## config.mk

```make
export PLATFORM = sky130hd
export DESIGN_NAME = saturn_mem_bridge
export DESIGN_NICKNAME = d
export VERILOG_FILES = /design/src/rtl/saturn_mem_bridge_pkg.sv /design/src/rtl/saturn_mem_bridge_decode.sv /design/src/rtl/saturn_mem_bridge.sv
export SDC_FILE = /design/constraint.sdc
export NUM_CORES = 1
export LEC_CHECK = 0
export ABC_CLOCK_PERIOD_IN_PS = 2800
export BUFFER_PORTS_ARGS = -buffer_cell sky130_fd_sc_hd__buf_2
export CAP_MARGIN = 15
export CORE_ASPECT_RATIO = 0.7
export CORE_MARGIN = 2
export CORE_UTILIZATION = 45
export DETAILED_ROUTE_END_ITERATION = 16
export PLACE_DENSITY = 0.71
export SYNTH_ARGS = -nofsm -noshare
export SYNTH_HDL_FRONTEND = slang
export SYNTH_SLANG_ARGS = --single-unit
```

## constraint.sdc

```tcl
create_clock -name CLK -period 2.8 [get_ports CLK]
set_clock_uncertainty 0.15 [all_clocks]
set_input_delay 0.28 -clock CLK [delete_from_list [all_inputs] [get_ports CLK]]
set_output_delay 0.28 -clock CLK [all_outputs]
set_load 0.005 [all_outputs]
```

## src/rtl/saturn_mem_bridge_pkg.sv

```systemverilog
// Shared types and default external base addresses for the Saturn memory bridge.
package saturn_mem_bridge_pkg;

  typedef enum logic [1:0] {IDLE, LO, HI, DONE} state_t;
  typedef enum logic [1:0] {REG_ROM, REG_RAML, REG_RAMH} region_t;

  localparam logic [21:0] ROM_BASE_DEF  = 22'h000000;
  localparam logic [21:0] RAML_BASE_DEF = 22'h040000;
  localparam logic [21:0] RAMH_BASE_DEF = 22'h080000;

endpackage

```

## src/rtl/saturn_mem_bridge_decode.sv

```systemverilog
// Combinational region decode: picks the selected region and produces per-half word addresses, byte enables and skip flags.
module mem_region_decode
  import saturn_mem_bridge_pkg::*;
#(
  parameter logic [21:0] ROM_BASE  = ROM_BASE_DEF,
  parameter logic [21:0] RAML_BASE = RAML_BASE_DEF,
  parameter logic [21:0] RAMH_BASE = RAMH_BASE_DEF
) (
  input  logic        rom_cs_n,
  input  logic        raml_cs_n,
  input  logic        ramh_cs_n,
  input  logic [24:0] mem_a,
  input  logic [3:0]  mem_dqm_n,
  input  logic        mem_rd_n,
  output logic        sel,
  output region_t     region,
  output logic [21:0] addr_first,
  output logic [21:0] addr_second,
  output logic [1:0]  be_first,
  output logic [1:0]  be_second,
  output logic        skip_first,
  output logic        skip_second
);

  logic unused_addr_bits;
  assign unused_addr_bits = ^{mem_a[24:20], mem_a[0]};

  always_comb begin
    sel         = ~(rom_cs_n & raml_cs_n & ramh_cs_n);
    region      = REG_ROM;
    addr_first  = ROM_BASE + {4'b0, mem_a[18:1]};
    be_first    = 2'b11;
    be_second   = 2'b00;
    skip_first  = mem_rd_n;
    skip_second = 1'b1;

    if (rom_cs_n && !raml_cs_n) begin
      region     = REG_RAML;
      addr_first = RAML_BASE + {3'b0, mem_a[19:1]};
      be_first   = mem_rd_n ? ~mem_dqm_n[1:0] : 2'b11;
      skip_first = 1'b0;
    end else if (rom_cs_n && raml_cs_n) begin
      // High RAM is big-endian: the even word carries [31:16].
      region      = REG_RAMH;
      addr_first  = RAMH_BASE + {3'b0, mem_a[19:2], 1'b0};
      be_first    = mem_rd_n ? ~mem_dqm_n[3:2] : 2'b11;
      be_second   = mem_rd_n ? ~mem_dqm_n[1:0] : 2'b11;
      skip_first  = mem_rd_n && (mem_dqm_n[3:2] == 2'b11);
      skip_second = mem_rd_n && (mem_dqm_n[1:0] == 2'b11);
    end

    addr_second = addr_first + 22'd1;
  end

endmodule

```

## src/rtl/saturn_mem_bridge.sv

```systemverilog
// Saturn core memory port to one 16-bit req/ack channel; high RAM accesses split into two halves, core stalled via MEM_WAIT_N.
module saturn_mem_bridge
  import saturn_mem_bridge_pkg::*;
#(
  parameter logic [21:0] ROM_BASE  = ROM_BASE_DEF,
  parameter logic [21:0] RAML_BASE = RAML_BASE_DEF,
  parameter logic [21:0] RAMH_BASE = RAMH_BASE_DEF
) (
  input  logic        CLK,
  input  logic        RST,
  input  logic [24:0] MEM_A,
  input  logic [31:0] MEM_DO,
  input  logic [3:0]  MEM_DQM_N,
  input  logic        MEM_RD_N,
  input  logic        ROM_CS_N,
  input  logic        RAML_CS_N,
  input  logic        RAMH_CS_N,
  output logic [31:0] MEM_DI,
  output logic        MEM_WAIT_N,
  output logic [21:0] EXT_A,
  output logic [15:0] EXT_D,
  output logic [1:0]  EXT_BE,
  output logic        EXT_WE,
  output logic        EXT_REQ,
  input  logic [15:0] EXT_Q,
  input  logic        EXT_ACK
);

  logic        sel;
  region_t     region;
  logic [21:0] addr_first, addr_second;
  logic [1:0]  be_first, be_second;
  logic        skip_first, skip_second;

  mem_region_decode #(
    .ROM_BASE (ROM_BASE),
    .RAML_BASE(RAML_BASE),
    .RAMH_BASE(RAMH_BASE)
  ) u_decode (
    .rom_cs_n   (ROM_CS_N),
    .raml_cs_n  (RAML_CS_N),
    .ramh_cs_n  (RAMH_CS_N),
    .mem_a      (MEM_A),
    .mem_dqm_n  (MEM_DQM_N),
    .mem_rd_n   (MEM_RD_N),
    .sel        (sel),
    .region     (region),
    .addr_first (addr_first),
    .addr_second(addr_second),
    .be_first   (be_first),
    .be_second  (be_second),
    .skip_first (skip_first),
    .skip_second(skip_second)
  );

  state_t      state_q, state_d;
  logic        ext_req_q, ext_req_d;
  logic        ext_we_q, ext_we_d;
  logic [21:0] ext_a_q, ext_a_d;
  logic [1:0]  ext_be_q, ext_be_d;
  logic [15:0] ext_d_q, ext_d_d;
  logic [31:0] mem_di_q, mem_di_d;
  logic [15:0] d2_q, d2_d;
  logic [1:0]  be2_q, be2_d;
  logic [15:0] rdhi_q, rdhi_d;
  logic        wr_q, wr_d;
  logic        last_q, last_d;
  logic        ack;

  // An ACK only counts while a request is actually outstanding.
  assign ack = EXT_ACK & ext_req_q;

  always_comb begin
    state_d  = state_q;
    ext_req_d = ext_req_q;
    ext_we_d = ext_we_q;
    ext_a_d  = ext_a_q;
    ext_be_d = ext_be_q;
    ext_d_d  = ext_d_q;
    mem_di_d = mem_di_q;
    d2_d     = d2_q;
    be2_d    = be2_q;
    rdhi_d   = rdhi_q;
    wr_d     = wr_q;
    last_d   = last_q;

    unique case (state_q)
      IDLE: if (sel) begin
        wr_d   = MEM_RD_N;
        d2_d   = MEM_DO[15:0];
        be2_d  = be_second;
        last_d = skip_second;
        if (skip_first && skip_second) begin
          state_d = DONE;
        end else if (skip_first) begin
          state_d   = HI;
          ext_req_d = 1'b1;
          ext_we_d  = MEM_RD_N;
          ext_a_d   = addr_second;
          ext_be_d  = be_second;
          ext_d_d   = MEM_DO[15:0];
        end else begin
          state_d   = LO;
          ext_req_d = 1'b1;
          ext_we_d  = MEM_RD_N;
          ext_a_d   = addr_first;
          ext_be_d  = be_first;
          ext_d_d   = (region == REG_RAMH) ? MEM_DO[31:16] : MEM_DO[15:0];
        end
      end
      LO: if (ack) begin
        if (!last_q) begin
          state_d  = HI;
          ext_a_d  = ext_a_q + 22'd1;
          ext_be_d = be2_q;
          ext_d_d  = d2_q;
          if (!wr_q) rdhi_d = EXT_Q;
        end else begin
          state_d   = DONE;
          ext_req_d = 1'b0;
          ext_we_d  = 1'b0;
          if (!wr_q) mem_di_d = {16'h0000, EXT_Q};
        end
      end
      HI: if (ack) begin
        state_d   = DONE;
        ext_req_d = 1'b0;
        ext_we_d  = 1'b0;
        if (!wr_q) mem_di_d = {rdhi_q, EXT_Q};
      end
      default: state_d = IDLE;
    endcase
  end

  always_ff @(posedge CLK) begin
    if (RST) begin
      state_q   <= IDLE;
      ext_req_q <= 1'b0;
      ext_we_q  <= 1'b0;
      ext_a_q   <= '0;
      ext_be_q  <= '0;
      ext_d_q   <= '0;
      mem_di_q  <= '0;
      d2_q      <= '0;
      be2_q     <= '0;
      rdhi_q    <= '0;
      wr_q      <= 1'b0;
      last_q    <= 1'b0;
    end else begin
      state_q   <= state_d;
      ext_req_q <= ext_req_d;
      ext_we_q  <= ext_we_d;
      ext_a_q   <= ext_a_d;
      ext_be_q  <= ext_be_d;
      ext_d_q   <= ext_d_d;
      mem_di_q  <= mem_di_d;
      d2_q      <= d2_d;
      be2_q     <= be2_d;
      rdhi_q    <= rdhi_d;
      wr_q      <= wr_d;
      last_q    <= last_d;
    end
  end

  assign MEM_DI     = mem_di_q;
  assign MEM_WAIT_N = RST | ~sel | (state_q == DONE);
  assign EXT_A      = ext_a_q;
  assign EXT_D      = ext_d_q;
  assign EXT_BE     = ext_be_q;
  assign EXT_WE     = ext_we_q;
  assign EXT_REQ    = ext_req_q;

endmodule

```

==> results of run 1 <==
[how the worst max path moves through the flow]
stage                             from                      to  cells after the start
6_report       state_q[0]$_SDFFE_PP0P_  EXT_A[18]$_SDFFE_PP0P_                      7
5_1_grt        state_q[0]$_SDFFE_PP0P_  EXT_A[14]$_SDFFE_PP0P_                      7
4_1_cts        state_q[0]$_SDFFE_PP0P_  EXT_A[18]$_SDFFE_PP0P_                      7
3_5_place_dp   state_q[0]$_SDFFE_PP0P_  EXT_A[18]$_SDFFE_PP0P_                      7
3_3_place_gp                  ROM_CS_N  EXT_A[12]$_SDFFE_PP0P_                     10
2_1_floorplan  state_q[1]$_SDFFE_PP0P_   EXT_A[1]$_SDFFE_PP0P_                     11
[logic make-up after synthesis]
group / count (synthesis)
and+or+nand+nor: 307
AOI/OAI and AO/OA: 196
DFF: 112
buffers and inverters: 64
muxes: 21
xor gates and xnor gates: 19
adders and majority gates: 7
[per-layer routing]
layer  up-vias  global-route usage  wire length, um
met1      2518               0.329             6970
li1       2803                   -                -
met2       221               0.376             7150
met5         -                   0               11
met4         2              0.0537              128
met3        16              0.0629             1360
[sequential cells by signal, summed over array words and instances, names as in the netlist]
register / count
EXT_WE: 1
state_q: 2
be2_q: 2
EXT_REQ: 1
MEM_DI: 32
wr_q: 1
rdhi_q: 16
EXT_BE: 2
EXT_D: 16
last_q: 1
d2_q: 16
EXT_A: 22
[layout make-up]
| type | instances | area [um^2] |
|---|---|---|
| Inverter | 12 | 45.0 |
| Clock inverter | 7 | 76.3 |
| Multi-Input combinational cell | 550 | 2990 |
| Tap cell | 157 | 196 |
| Clock buffer | 9 | 225 |
| Sequential cell | 112 | 2240 |
| Fill cell | 1128 | 5160 |
| Timing Repair Buffer | 169 | 916 |
[power groups by stage]
stage / Combinational (mW) / Clock (mW) / Sequential, mW
floorplan: 1.32 / 0 / 2.23
global placement: 1.94 / 0 / 2.26
detailed placement: 2.00 / 0 / 2.28
CTS: 2.01 / 1.31 / 2.25
global route: 2.24 / 1.38 / 2.31
finish: 2.01 / 1.28 / 2.25
[critical path: cells and delay by family (launching register included)]
| family | cells | cell delay [ps] |
|---|---|---|
| fa+ha+maj | 1 | 310 |
| flops | 1 | 420 |
| simple gates | 1 | 150 |
| compound gates | 3 | 970 |
| buf+inv | 2 | 360 |
[placed cells by master (no fill, tap or decap), types with 4 or more instances in the layout]
cell / synthesis / final
sky130_fd_sc_hd__nand2_1: 193 / 193
sky130_fd_sc_hd__buf_2: 10 / 151
sky130_fd_sc_hd__dfxtp_1: 112 / 112
sky130_fd_sc_hd__a21oi_1: 105 / 105
sky130_fd_sc_hd__nand3_1: 35 / 35
sky130_fd_sc_hd__nor2_1: 23 / 23
sky130_fd_sc_hd__o21ai_0: 23 / 23
sky130_fd_sc_hd__mux2i_1: 21 / 21
sky130_fd_sc_hd__o211ai_1: 19 / 19
sky130_fd_sc_hd__buf_4: 0 / 16
sky130_fd_sc_hd__inv_1: 12 / 12
sky130_fd_sc_hd__nand4_1: 11 / 11
sky130_fd_sc_hd__xnor2_1: 10 / 10
sky130_fd_sc_hd__xor2_1: 9 / 9
sky130_fd_sc_hd__a211oi_1: 9 / 9
sky130_fd_sc_hd__clkbuf_16: 0 / 9
sky130_fd_sc_hd__and3_1: 7 / 7
sky130_fd_sc_hd__nor3_1: 8 / 7
sky130_fd_sc_hd__ha_1: 7 / 7
sky130_fd_sc_hd__o22ai_1: 6 / 6
sky130_fd_sc_hd__or3_1: 5 / 5
sky130_fd_sc_hd__a22oi_1: 5 / 5
sky130_fd_sc_hd__and4_1: 4 / 4
[metrics by stage]
stage / hold WS (ps) / worst slack [ps]
final: 23.3 / 356
after global placement: 287 / 494
after CTS: 8.39 / 397
after detailed placement: 291 / 418
after global routing: 17.6 / 194
after floorplan: 266 / 645
[synthesized netlist by cell type, drive strengths merged, types with 2 or more instances]
cell type and n:
nor3 8, or2 2, o211ai 19, a32oi 2, xnor2 10, nor2b 2
a31oi 3, ha 7, nor3b 2, o22ai 6, o31ai 3, buf 16
and2 4, and3 7, xor2 9, a211oi 10, o21ai 26, a21oi 105
nand2 193, mux2i 21, a21o 2, a22oi 5, o32ai 3, or4 2
and4 5, dfxtp 112, nor2 23, clkbuf 34, nor4 3, or3 6
nand3 35, nand4b 2, nand4 11, nand2b 2, inv 12
==> impl_metrics.prom, run 1 <==
# TYPE chip_impl_metric gauge
chip_impl_info{name="status",value="finished clean"} 1
chip_impl_metric{name="achievable-frequency",unit="MHz"} 409
chip_impl_metric{name="place.detailed.instances",unit=""} 1000
chip_impl_metric{name="synth_adder_area_share",unit=""} 0.0158
chip_impl_metric{name="detail_route.iter0.violations",unit=""} 418
chip_impl_metric{name="area.growth.synth_to_final",unit="%"} 21.1
chip_impl_metric{name="cts_resized",unit=""} 0
chip_impl_metric{name="post-synth-top-area-fraction",unit=""} 0.406
chip_impl_metric{name="synthArstFlopShare",unit=""} 0
chip_impl_info{name="critical_path.reg2reg.startpoint",value="state_q[0]$_SDFFE_PP0P_"} 1
chip_impl_metric{name="numCtsBuffers",unit=""} 9
chip_impl_metric{name="slowest_delay",unit="ps"} 460
chip_impl_metric{name="timing.final.setup_violations",unit=""} 0
chip_impl_metric{name="p_seq_frac",unit=""} 0.407
chip_impl_metric{name="path_clk_slew",unit="ps"} 80
chip_impl_metric{name="post_route_cells_drive_above_1_share",unit=""} 0.226
chip_impl_info{name="synth_top_family_by_area",value="simple AND/OR/NAND/NOR gates"} 1
chip_impl_metric{name="p_int",unit="mW"} 3.38
chip_impl_info{name="clock-root-buffer",value="sky130_fd_sc_hd__clkbuf_16"} 1
chip_impl_metric{name="die_width",unit="um"} 136
chip_impl_metric{name="finalSetupTns",unit="ps"} 0
chip_impl_metric{name="clock_insertion_delay_worst_skew",unit="ps"} 350
chip_impl_metric{name="grtUsageTotal",unit=""} 0.239
chip_impl_metric{name="grt_start_max_net_pins",unit=""} 60
chip_impl_info{name="netlist_top_cells_area",value="sky130_fd_sc_hd__dfxtp_1 (41%), sky130_fd_sc_hd__nand2_1 (13%), sky130_fd_sc_hd__a21oi_1 (9.5%)"} 1
chip_impl_metric{name="arrival",unit="ps"} 2560
chip_impl_metric{name="gp_congestion",unit=""} 0.906
chip_impl_info{name="synth_top_cell_by_area",value="sky130_fd_sc_hd__dfxtp_1"} 1
chip_impl_info{name="launch_point_of_the_worst_hold_path",value="EXT_Q[4]"} 1
chip_impl_metric{name="wire_per_inst",unit="um"} 15.4
chip_impl_metric{name="grt.overflow.total",unit=""} 0
chip_impl_metric{name="power_switching_share",unit=""} 0.391
chip_impl_metric{name="postSynthCellCount",unit=""} 726
chip_impl_metric{name="cp_data_required_time",unit="ps"} 2920
chip_impl_info{name="worstHoldEndpoint",value="rdhi_q[4]$_SDFFE_PP0P_"} 1
chip_impl_metric{name="drt_wl_total",unit="mm"} 15.6
chip_impl_metric{name="final_cell_area",unit="um^2"} 6690
chip_impl_info{name="start_kind",value="register"} 1
chip_impl_metric{name="post-cts-setup-buffer-count",unit=""} 0
chip_impl_metric{name="postCtsHoldBufs",unit=""} 0
chip_impl_metric{name="highest_ir_drop_seen_on_vdd",unit="mV"} 0.444
chip_impl_metric{name="final_max_slew_viol_count",unit=""} 0
chip_impl_metric{name="rr_worst_depth",unit=""} 7
chip_impl_metric{name="timing.final.crit_period",unit="ps"} 2440
chip_impl_metric{name="fp.coreArea",unit="um^2"} 11900
chip_impl_metric{name="synth_simple_gate_area_share",unit=""} 0.245
chip_impl_info{name="dominant_synthesized_flop_cell",value="sky130_fd_sc_hd__dfxtp_1"} 1
chip_impl_metric{name="floorplan.initialDensity",unit=""} 0.466
chip_impl_metric{name="vias_per_cell",unit=""} 5.47
chip_impl_metric{name="synth_xor_area_frac",unit=""} 0.0301
chip_impl_metric{name="max_slew.worst_pin.slew",unit="ps"} 815
chip_impl_metric{name="p_per_area",unit="nW/um^2"} 828
chip_impl_metric{name="net_count_after_synthesis",unit=""} 817
chip_impl_metric{name="die_span_y",unit="um"} 96.7
chip_impl_metric{name="total_switching_power",unit="mW"} 2.17
chip_impl_info{name="worst_r2r_endpoint",value="EXT_A[18]$_SDFFE_PP0P_"} 1
chip_impl_info{name="crit_slowest_cell",value="sky130_fd_sc_hd__o211a_1"} 1
chip_impl_metric{name="avgSynthCellArea",unit="um^2"} 7.61
chip_impl_metric{name="combinationalPowerShare",unit=""} 0.363
chip_impl_metric{name="synth_enable_flop_cells",unit=""} 0
chip_impl_metric{name="final_worst_path_cycle_share",unit=""} 0.873
chip_impl_metric{name="antenna_cells_inserted",unit=""} 0
chip_impl_metric{name="mux_contribution_to_synthesized_area",unit=""} 0.0380
chip_impl_metric{name="ys_seq_elements",unit=""} 112
chip_impl_metric{name="place_area",unit="um^2"} 6390
chip_impl_metric{name="hpwlAfterDp",unit="mm"} 11.2
chip_impl_info{name="rsz0062_at_grt",value="no"} 1
chip_impl_metric{name="leakage",unit="nW"} 2.79
chip_impl_metric{name="placement.io_buffers",unit=""} 152
chip_impl_metric{name="final_core_utilization",unit=""} 0.565
chip_impl_metric{name="layout.cells.non_filler",unit=""} 1016
chip_impl_metric{name="timing.max_cap.violations",unit=""} 0
chip_impl_metric{name="first_pass_iters",unit=""} 5
chip_impl_metric{name="ant_nets",unit=""} 0
chip_impl_metric{name="synth_cell_type_count",unit=""} 58
chip_impl_metric{name="cts_sinks",unit=""} 112
chip_impl_info{name="critical_path.cell_chain",value="inv_1 > ha_1 > o22ai_1 > o211a_1 > buf_4 > nand3_1 > o21ai_0"} 1
chip_impl_metric{name="remaining_drc_errors",unit=""} 0
chip_impl_metric{name="die_area",unit="um^2"} 13200
chip_impl_metric{name="worstHoldPathCells",unit=""} 3
chip_impl_info{name="critPathCaptureType",value="register"} 1
chip_impl_metric{name="timing.slew.headroom",unit=""} 0.457
chip_impl_metric{name="mappedNetlistArea",unit="um^2"} 5530
chip_impl_info{name="hold_class",value="in -> reg"} 1
chip_impl_metric{name="fp-row-count",unit=""} 33
chip_impl_metric{name="antenna_found_initial",unit=""} 1
chip_impl_info{name="cts_tree",value="yes"} 1
chip_impl_metric{name="grt_pass1_vias",unit=""} 5388
chip_impl_metric{name="synth-compound-area-share",unit=""} 0.211
chip_impl_metric{name="ctsHtreeMaxLevel",unit=""} 3
chip_impl_metric{name="global_route_wire_length_before_repair",unit="mm"} 25.9
chip_impl_info{name="path_class",value="reg -> reg"} 1
chip_impl_metric{name="top_level_ports",unit=""} 159
chip_impl_metric{name="yosysWarningCount",unit=""} 0
chip_impl_metric{name="seq_area_frac_synth",unit=""} 0.406
chip_impl_metric{name="finalNetCount",unit=""} 945
chip_impl_metric{name="clockBufferDepth",unit=""} 2
chip_impl_metric{name="clkPwrFrac",unit=""} 0.230
chip_impl_metric{name="vias",unit=""} 5560
chip_impl_metric{name="post_route_total_power",unit="mW"} 5.54
chip_impl_metric{name="final_hold_viol_count",unit=""} 0
chip_impl_metric{name="crit_path_max_fanout",unit=""} 12
chip_impl_metric{name="reg2reg_slack",unit="ps"} 360
(Power assumes the default switching activity.)
==> run 2: changes to the inputs <==
- MAX_ROUTING_LAYER: not set -> met4
- PLACE_DENSITY: 0.71 -> not set
- PLACE_DENSITY_LB_ADDON: not set -> 0.1
==> impl_metrics.prom, run 2 (synthesis gave the netlist of run 1 again) <==
# TYPE chip_impl_metric gauge
chip_impl_metric{name="timing.final.crit_period",unit="ps"} 2550
chip_impl_metric{name="final_max_slew_viol_count",unit=""} 0
chip_impl_metric{name="detail_route.iter0.violations",unit=""} 471
chip_impl_metric{name="layout.cells.non_filler",unit=""} 1017
chip_impl_metric{name="cts_resized",unit=""} 0
chip_impl_metric{name="post-cts-setup-buffer-count",unit=""} 0
chip_impl_metric{name="die_span_y",unit="um"} 96.7
chip_impl_metric{name="wire_per_inst",unit="um"} 15.7
chip_impl_metric{name="clock_insertion_delay_worst_skew",unit="ps"} 350
chip_impl_metric{name="place_area",unit="um^2"} 6370
chip_impl_metric{name="vias_per_cell",unit=""} 5.56
chip_impl_metric{name="leakage",unit="nW"} 2.79
chip_impl_metric{name="area.growth.synth_to_final",unit="%"} 20.7
chip_impl_metric{name="arrival",unit="ps"} 2620
chip_impl_metric{name="final_hold_viol_count",unit=""} 0
chip_impl_info{name="start_kind",value="register"} 1
chip_impl_info{name="most_common_cell_after_layout_fill_and_taps_aside",value="sky130_fd_sc_hd__nand2_1"} 1
chip_impl_metric{name="post_route_cells_drive_above_1_share",unit=""} 0.224
chip_impl_metric{name="gp_congestion",unit=""} 0.867
chip_impl_info{name="critical_path.cell_chain",value="ha_1 > nand3_1 > nor4_1 > nand3_1 > and3_1 > a211oi_1 > o22ai_1"} 1
chip_impl_info{name="clock-root-buffer",value="sky130_fd_sc_hd__clkbuf_16"} 1
chip_impl_metric{name="timing.max_cap.violations",unit=""} 0
chip_impl_metric{name="p_per_area",unit="nW/um^2"} 834
chip_impl_metric{name="global_route_wire_length_before_repair",unit="mm"} 26.0
chip_impl_metric{name="timing.final.setup_violations",unit=""} 0
chip_impl_metric{name="antenna_found_initial",unit=""} 0
chip_impl_metric{name="die_width",unit="um"} 136
chip_impl_metric{name="numCtsBuffers",unit=""} 9
chip_impl_info{name="rsz0062_at_grt",value="no"} 1
chip_impl_info{name="path_class",value="reg -> reg"} 1
chip_impl_metric{name="ctsHtreeMaxLevel",unit=""} 3
chip_impl_metric{name="finalNetCount",unit=""} 946
chip_impl_info{name="crit_slowest_cell",value="sky130_fd_sc_hd__nor4_1"} 1
chip_impl_metric{name="top_level_ports",unit=""} 159
chip_impl_metric{name="final_worst_path_cycle_share",unit=""} 0.910
chip_impl_metric{name="slowest_delay",unit="ps"} 710
chip_impl_metric{name="crit_path_max_fanout",unit=""} 4
chip_impl_metric{name="fp.coreArea",unit="um^2"} 11900
chip_impl_metric{name="antenna_cells_inserted",unit=""} 0
chip_impl_info{name="hold_class",value="in -> reg"} 1
chip_impl_metric{name="place.detailed.instances",unit=""} 1001
chip_impl_metric{name="largest_reg_flops",unit=""} 32
chip_impl_metric{name="hpwlAfterDp",unit="mm"} 11.2
chip_impl_info{name="critPathCaptureType",value="register"} 1
chip_impl_metric{name="fin_ws",unit="ps"} 253
chip_impl_info{name="status",value="finished clean"} 1
chip_impl_metric{name="postCtsHoldBufs",unit=""} 0
chip_impl_metric{name="highest_ir_drop_seen_on_vdd",unit="mV"} 0.490
chip_impl_metric{name="clockBufferDepth",unit=""} 2
chip_impl_info{name="cell_repeated_most_along_the_worst_path",value="sky130_fd_sc_hd__nand3_1"} 1
chip_impl_metric{name="n_fill_cell",unit=""} 1152
chip_impl_metric{name="grt_start_max_net_pins",unit=""} 56
chip_impl_metric{name="achievable-frequency",unit="MHz"} 393
chip_impl_metric{name="first_pass_iters",unit=""} 6
chip_impl_metric{name="grt_pass1_vias",unit=""} 5298
chip_impl_metric{name="max_slew.worst_pin.slew",unit="ps"} 829
chip_impl_metric{name="ant_nets",unit=""} 0
chip_impl_info{name="final_cell_mix",value="sky130_fd_sc_hd__nand2_1 (193), sky130_fd_sc_hd__buf_2 (151), sky130_fd_sc_hd__dfxtp_1 (112), sky130_fd_sc_hd__a21oi_1 (105), sky130_fd_sc_hd__nand3_1 (35)"} 1
chip_impl_metric{name="cp_data_required_time",unit="ps"} 2870
chip_impl_metric{name="timing.slew.headroom",unit=""} 0.442
chip_impl_metric{name="grtUsageTotal",unit=""} 0.250
chip_impl_metric{name="drt_wl_total",unit="mm"} 15.9
chip_impl_metric{name="remaining_drc_errors",unit=""} 0
chip_impl_metric{name="placement.io_buffers",unit=""} 152
chip_impl_metric{name="cts_sinks",unit=""} 112
chip_impl_metric{name="die_area",unit="um^2"} 13200
chip_impl_metric{name="finalSetupTns",unit="ps"} 0
chip_impl_metric{name="fp-row-count",unit=""} 33
chip_impl_metric{name="final_cell_area",unit="um^2"} 6670
chip_impl_info{name="cts_tree",value="yes"} 1
chip_impl_metric{name="path_clk_slew",unit="ps"} 70
chip_impl_metric{name="floorplan.initialDensity",unit=""} 0.466
chip_impl_metric{name="grt.overflow.total",unit=""} 0
chip_impl_metric{name="placement_stage_worst_setup_slack",unit="ps"} 343
chip_impl_metric{name="vias",unit=""} 5652
run 2: cell count changes in the layout (fill, tap and decap cells not counted), sizes merged:
cell / before / now
clkbuf: 9 / 11
inv: 15 / 13
buf: 169 / 170
clkinvlp: 2 / 1
bufinv: 0 / 1
run 2: path summary, 6_finish.rpt:
kind | start | depth (start not counted) | to | slack (ps)
hold reg to reg | MEM_DI[17]$_SDFFE_PP0P_ | 2 | MEM_DI[17]$_SDFFE_PP0P_ | 300
hold / removal | MEM_DO[13] | 3 | d2_q[13]$_SDFFE_PP0P_ | 20
setup reg to reg | EXT_A[1]$_SDFFE_PP0P_ | 7 | EXT_A[16]$_SDFFE_PP0P_ | 250
setup / recovery | EXT_A[1]$_SDFFE_PP0P_ | 7 | EXT_A[16]$_SDFFE_PP0P_ | 250
run 2: metrics by stage:
| step | hold slack (ps) | power, mW | utilization |
|---|---|---|---|
| 2_1_floorplan | 266 | 3.56 | - |
| 3_3_place_gp | 287 | 4.21 | 0.538 |
| 3_5_place_dp | 293 | 4.28 | 0.538 |
| 4_1_cts | 12.2 | 5.59 | 0.563 |
| 5_1_grt | 22.4 | 5.95 | 0.563 |
| 6_report | 22.0 | 5.56 | 0.563 |
run 2: layout make-up:
cell class                 instances  area [um^2]  share of cell area
tap                              157          196              0.0295
sequential                       112         2240               0.336
clock buffer                      11          233              0.0349
clock inverter                     5         66.3             0.00994
multi-input combinational        550         2990               0.448
inverter                          12         45.0             0.00675
timing repair buffer             170          898               0.135
run 2: per-layer routing:
layer / global-route usage / share of wire
met1: 0.347 / 0.47
met4: 0.0649 / 0.012
met2: 0.371 / 0.45
met3: 0.0508 / 0.072
met5: - / 0
run 2: report_power, final:
| group | switching (mW) | internal, mW |
|---|---|---|
| logic | 1.21 | 0.794 |
| registers | 0.310 | 1.94 |
| clock network | 0.606 | 0.705 |
run 2: worst max-delay path, delay by kind of cell (launching register included):
family | cells | cell delay (ps)
and+or+nand+nor | 4 | 1270
adders and majority gates | 1 | 250
DFF | 1 | 390
AOI/OAI and AO/OA | 2 | 360
==> run 3: changes to the inputs <==
- GPL_TIMING_DRIVEN: not set -> 0
==> impl_metrics.prom, run 3 (synthesis gave the netlist of run 1 again) <==
# TYPE chip_impl_metric gauge
chip_impl_metric{name="ant_nets",unit=""} 0
chip_impl_metric{name="cp_data_required_time",unit="ps"} 2920
chip_impl_metric{name="reg2reg_slack",unit="ps"} 240
chip_impl_metric{name="floorplan.initialDensity",unit=""} 0.466
chip_impl_metric{name="antenna_found_initial",unit=""} 0
chip_impl_metric{name="vias",unit=""} 5944
chip_impl_metric{name="final_max_slew_viol_count",unit=""} 0
chip_impl_metric{name="drt_wl_total",unit="mm"} 17.9
chip_impl_metric{name="place.detailed.instances",unit=""} 1035
chip_impl_metric{name="grtUsageTotal",unit=""} 0.275
chip_impl_metric{name="postCtsHoldBufs",unit=""} 0
chip_impl_metric{name="gp_congestion",unit=""} 0.916
chip_impl_metric{name="clock_insertion_delay_worst_skew",unit="ps"} 340
chip_impl_metric{name="largest_reg_flops",unit=""} 32
chip_impl_metric{name="die_area",unit="um^2"} 13200
chip_impl_metric{name="ctsHtreeMaxLevel",unit=""} 3
chip_impl_metric{name="slowest_delay",unit="ps"} 420
chip_impl_metric{name="rr_worst_depth",unit=""} 10
chip_impl_metric{name="top_level_ports",unit=""} 159
chip_impl_metric{name="wire_per_inst",unit="um"} 17.0
chip_impl_metric{name="cts_sinks",unit=""} 112
chip_impl_info{name="path_class",value="reg -> reg"} 1
chip_impl_metric{name="post-cts-setup-buffer-count",unit=""} 0
chip_impl_metric{name="post_route_total_power",unit="mW"} 5.77
chip_impl_metric{name="layout.cells.non_filler",unit=""} 1051
chip_impl_info{name="clock-root-buffer",value="sky130_fd_sc_hd__clkbuf_16"} 1
chip_impl_metric{name="post_route_cells_drive_above_1_share",unit=""} 0.220
chip_impl_info{name="most_common_cell_after_layout_fill_and_taps_aside",value="sky130_fd_sc_hd__nand2_1"} 1
chip_impl_metric{name="worstHoldPathCells",unit=""} 3
chip_impl_metric{name="grt_pass1_vias",unit=""} 5641
chip_impl_info{name="launch_point_of_the_worst_hold_path",value="MEM_DO[5]"} 1
chip_impl_info{name="status",value="finished clean"} 1
chip_impl_metric{name="grt.overflow.total",unit=""} 0
chip_impl_metric{name="finalNetCount",unit=""} 980
chip_impl_metric{name="final_cell_area",unit="um^2"} 6800
chip_impl_metric{name="vias_per_cell",unit=""} 5.66
chip_impl_metric{name="die_span_y",unit="um"} 96.7
chip_impl_metric{name="final_worst_path_cycle_share",unit=""} 0.913
chip_impl_metric{name="first_pass_iters",unit=""} 5
chip_impl_metric{name="remaining_drc_errors",unit=""} 0
chip_impl_metric{name="timing.max_cap.violations",unit=""} 0
chip_impl_metric{name="crit_path_max_fanout",unit=""} 10
chip_impl_metric{name="global_route_wire_length_before_repair",unit="mm"} 28.3
chip_impl_info{name="hold_class",value="in -> reg"} 1
chip_impl_metric{name="max_slew.worst_pin.slew",unit="ps"} 974
chip_impl_metric{name="hpwlAfterDp",unit="mm"} 13.4
chip_impl_info{name="start_kind",value="register"} 1
chip_impl_metric{name="die_width",unit="um"} 136
chip_impl_info{name="rsz0062_at_grt",value="no"} 1
chip_impl_metric{name="critPathBufInv",unit=""} 5
chip_impl_metric{name="highest_ir_drop_seen_on_vdd",unit="mV"} 0.496
chip_impl_metric{name="arrival",unit="ps"} 2680
chip_impl_info{name="final_cell_mix",value="sky130_fd_sc_hd__nand2_1 (193), sky130_fd_sc_hd__buf_2 (163), sky130_fd_sc_hd__dfxtp_1 (112), sky130_fd_sc_hd__a21oi_1 (105), sky130_fd_sc_hd__nand3_1 (35)"} 1
chip_impl_metric{name="path_clk_slew",unit="ps"} 70
chip_impl_info{name="critical_path.reg2reg.startpoint",value="state_q[0]$_SDFFE_PP0P_"} 1
chip_impl_info{name="path_delay_family",value="buffers and inverters"} 1
chip_impl_metric{name="area.growth.synth_to_final",unit="%"} 23.0
chip_impl_metric{name="timing.final.crit_period",unit="ps"} 2560
chip_impl_metric{name="timing.final.setup_violations",unit=""} 0
chip_impl_metric{name="timing.slew.headroom",unit=""} 0.345
chip_impl_metric{name="grt_start_max_net_pins",unit=""} 18
chip_impl_metric{name="clockBufferDepth",unit=""} 2
chip_impl_info{name="worst_r2r_endpoint",value="EXT_D[0]$_SDFFE_PP0P_"} 1
chip_impl_metric{name="leakage",unit="nW"} 2.85
chip_impl_metric{name="antenna_cells_inserted",unit=""} 0
chip_impl_metric{name="fp.coreArea",unit="um^2"} 11900
chip_impl_metric{name="final_hold_viol_count",unit=""} 0
chip_impl_metric{name="numCtsBuffers",unit=""} 9
chip_impl_info{name="worstHoldEndpoint",value="d2_q[5]$_SDFFE_PP0P_"} 1
chip_impl_info{name="crit_slowest_cell",value="sky130_fd_sc_hd__dfxtp_1"} 1
chip_impl_metric{name="p_per_area",unit="nW/um^2"} 848
chip_impl_info{name="cell_repeated_most_along_the_worst_path",value="sky130_fd_sc_hd__buf_2"} 1
chip_impl_info{name="cts_tree",value="yes"} 1
chip_impl_metric{name="placement.io_buffers",unit=""} 152
chip_impl_info{name="critical_path.cell_chain",value="ha_1 > buf_6 > inv_1 > clkbuf_2 > mux2i_1 > o211a_1 > buf_2 > buf_2 > o211ai_1 > a21oi_1"} 1
chip_impl_info{name="critPathCaptureType",value="register"} 1
chip_impl_metric{name="achievable-frequency",unit="MHz"} 391
chip_impl_metric{name="n_fill_cell",unit=""} 1094
chip_impl_metric{name="place_area",unit="um^2"} 6480
chip_impl_metric{name="fp-row-count",unit=""} 33
chip_impl_metric{name="detail_route.iter0.violations",unit=""} 500
==> run 3: cell count changes in the layout (fill, tap and decap cells not counted), sizes merged <==
cell,delta
clkbuf,+35
buf,-2
clkinv,-1
dlygate4sd1,+1
dlymetal6s2s,+1
==> run 3: layout make-up <==
cell class | count | area [um^2] | area share
Multi-Input combinational cell | 550 | 3000 | 0.440
Sequential cell | 112 | 2240 | 0.330
Timing Repair Buffer | 152 | 761 | 0.112
Buffer | 52 | 263 | 0.0386
Clock buffer | 12 | 246 | 0.0362
Tap cell | 157 | 196 | 0.0289
Clock inverter | 4 | 51.3 | 0.00754
Inverter | 12 | 45.0 | 0.00662
==> run 3: routing by layer <==
metal / share of wire / track usage / up-vias
li1: - / - / 2864
met1: 0.47 / 0.396 / 2761
met2: 0.43 / 0.397 / 295
met3: 0.086 / 0.0556 / 24
met4: 0.011 / 0.0641 / 0
met5: 0 / - / -
==> run 3: report_power, final <==
part	internal [mW]	total (mW)	leakage [nW]	switching [mW]
Sequential	1.94	2.26	0.913	0.321
Combinational	0.835	2.19	1.79	1.35
Clock	0.723	1.32	0.143	0.597
==> run 3: worst min-delay path, cell delays in order <==
cell and delay [ps]:
sky130_fd_sc_hd__buf_2 100, sky130_fd_sc_hd__nand2_1 50, sky130_fd_sc_hd__a21oi_1 50
==> run 3: what timing repair did <==
item,in CTS,in global routing
pin swaps,0,0
hold endpoints to repair,0,0
setup endpoints to repair,3,50
cloned,0,0
gates resized for setup,1,12
==> run 3: how the worst max path moves through the flow <==
stage / startpoint / to / slack [ps] / cells past startpoint
after floorplan: state_q[1]$_SDFFE_PP0P_ / EXT_A[1]$_SDFFE_PP0P_ / 640 / 11
after global placement: state_q[1]$_SDFFE_PP0P_ / EXT_A[20]$_SDFFE_PP0P_ / -20 / 9
after detailed placement: state_q[1]$_SDFFE_PP0P_ / EXT_A[20]$_SDFFE_PP0P_ / -60 / 9
after CTS: state_q[1]$_SDFFE_PP0P_ / EXT_D[0]$_SDFFE_PP0P_ / 4 / 9
after global routing: state_q[0]$_SDFFE_PP0P_ / MEM_DI[27]$_SDFFE_PP0P_ / 20 / 8
final: state_q[0]$_SDFFE_PP0P_ / EXT_D[0]$_SDFFE_PP0P_ / 240 / 10
==> run 3: metrics by stage <==
stage	setup TNS (ps)	utilization	setup slack (ps)	hold slack, ps
finish	0	0.574	244	27.9
global route	0	0.574	18.4	19.5
CTS	0	0.572	3.76	22.3
detailed placement	-100	0.547	-61.8	293
global placement	-15.9	0.547	-15.9	287
floorplan	0	-	645	266
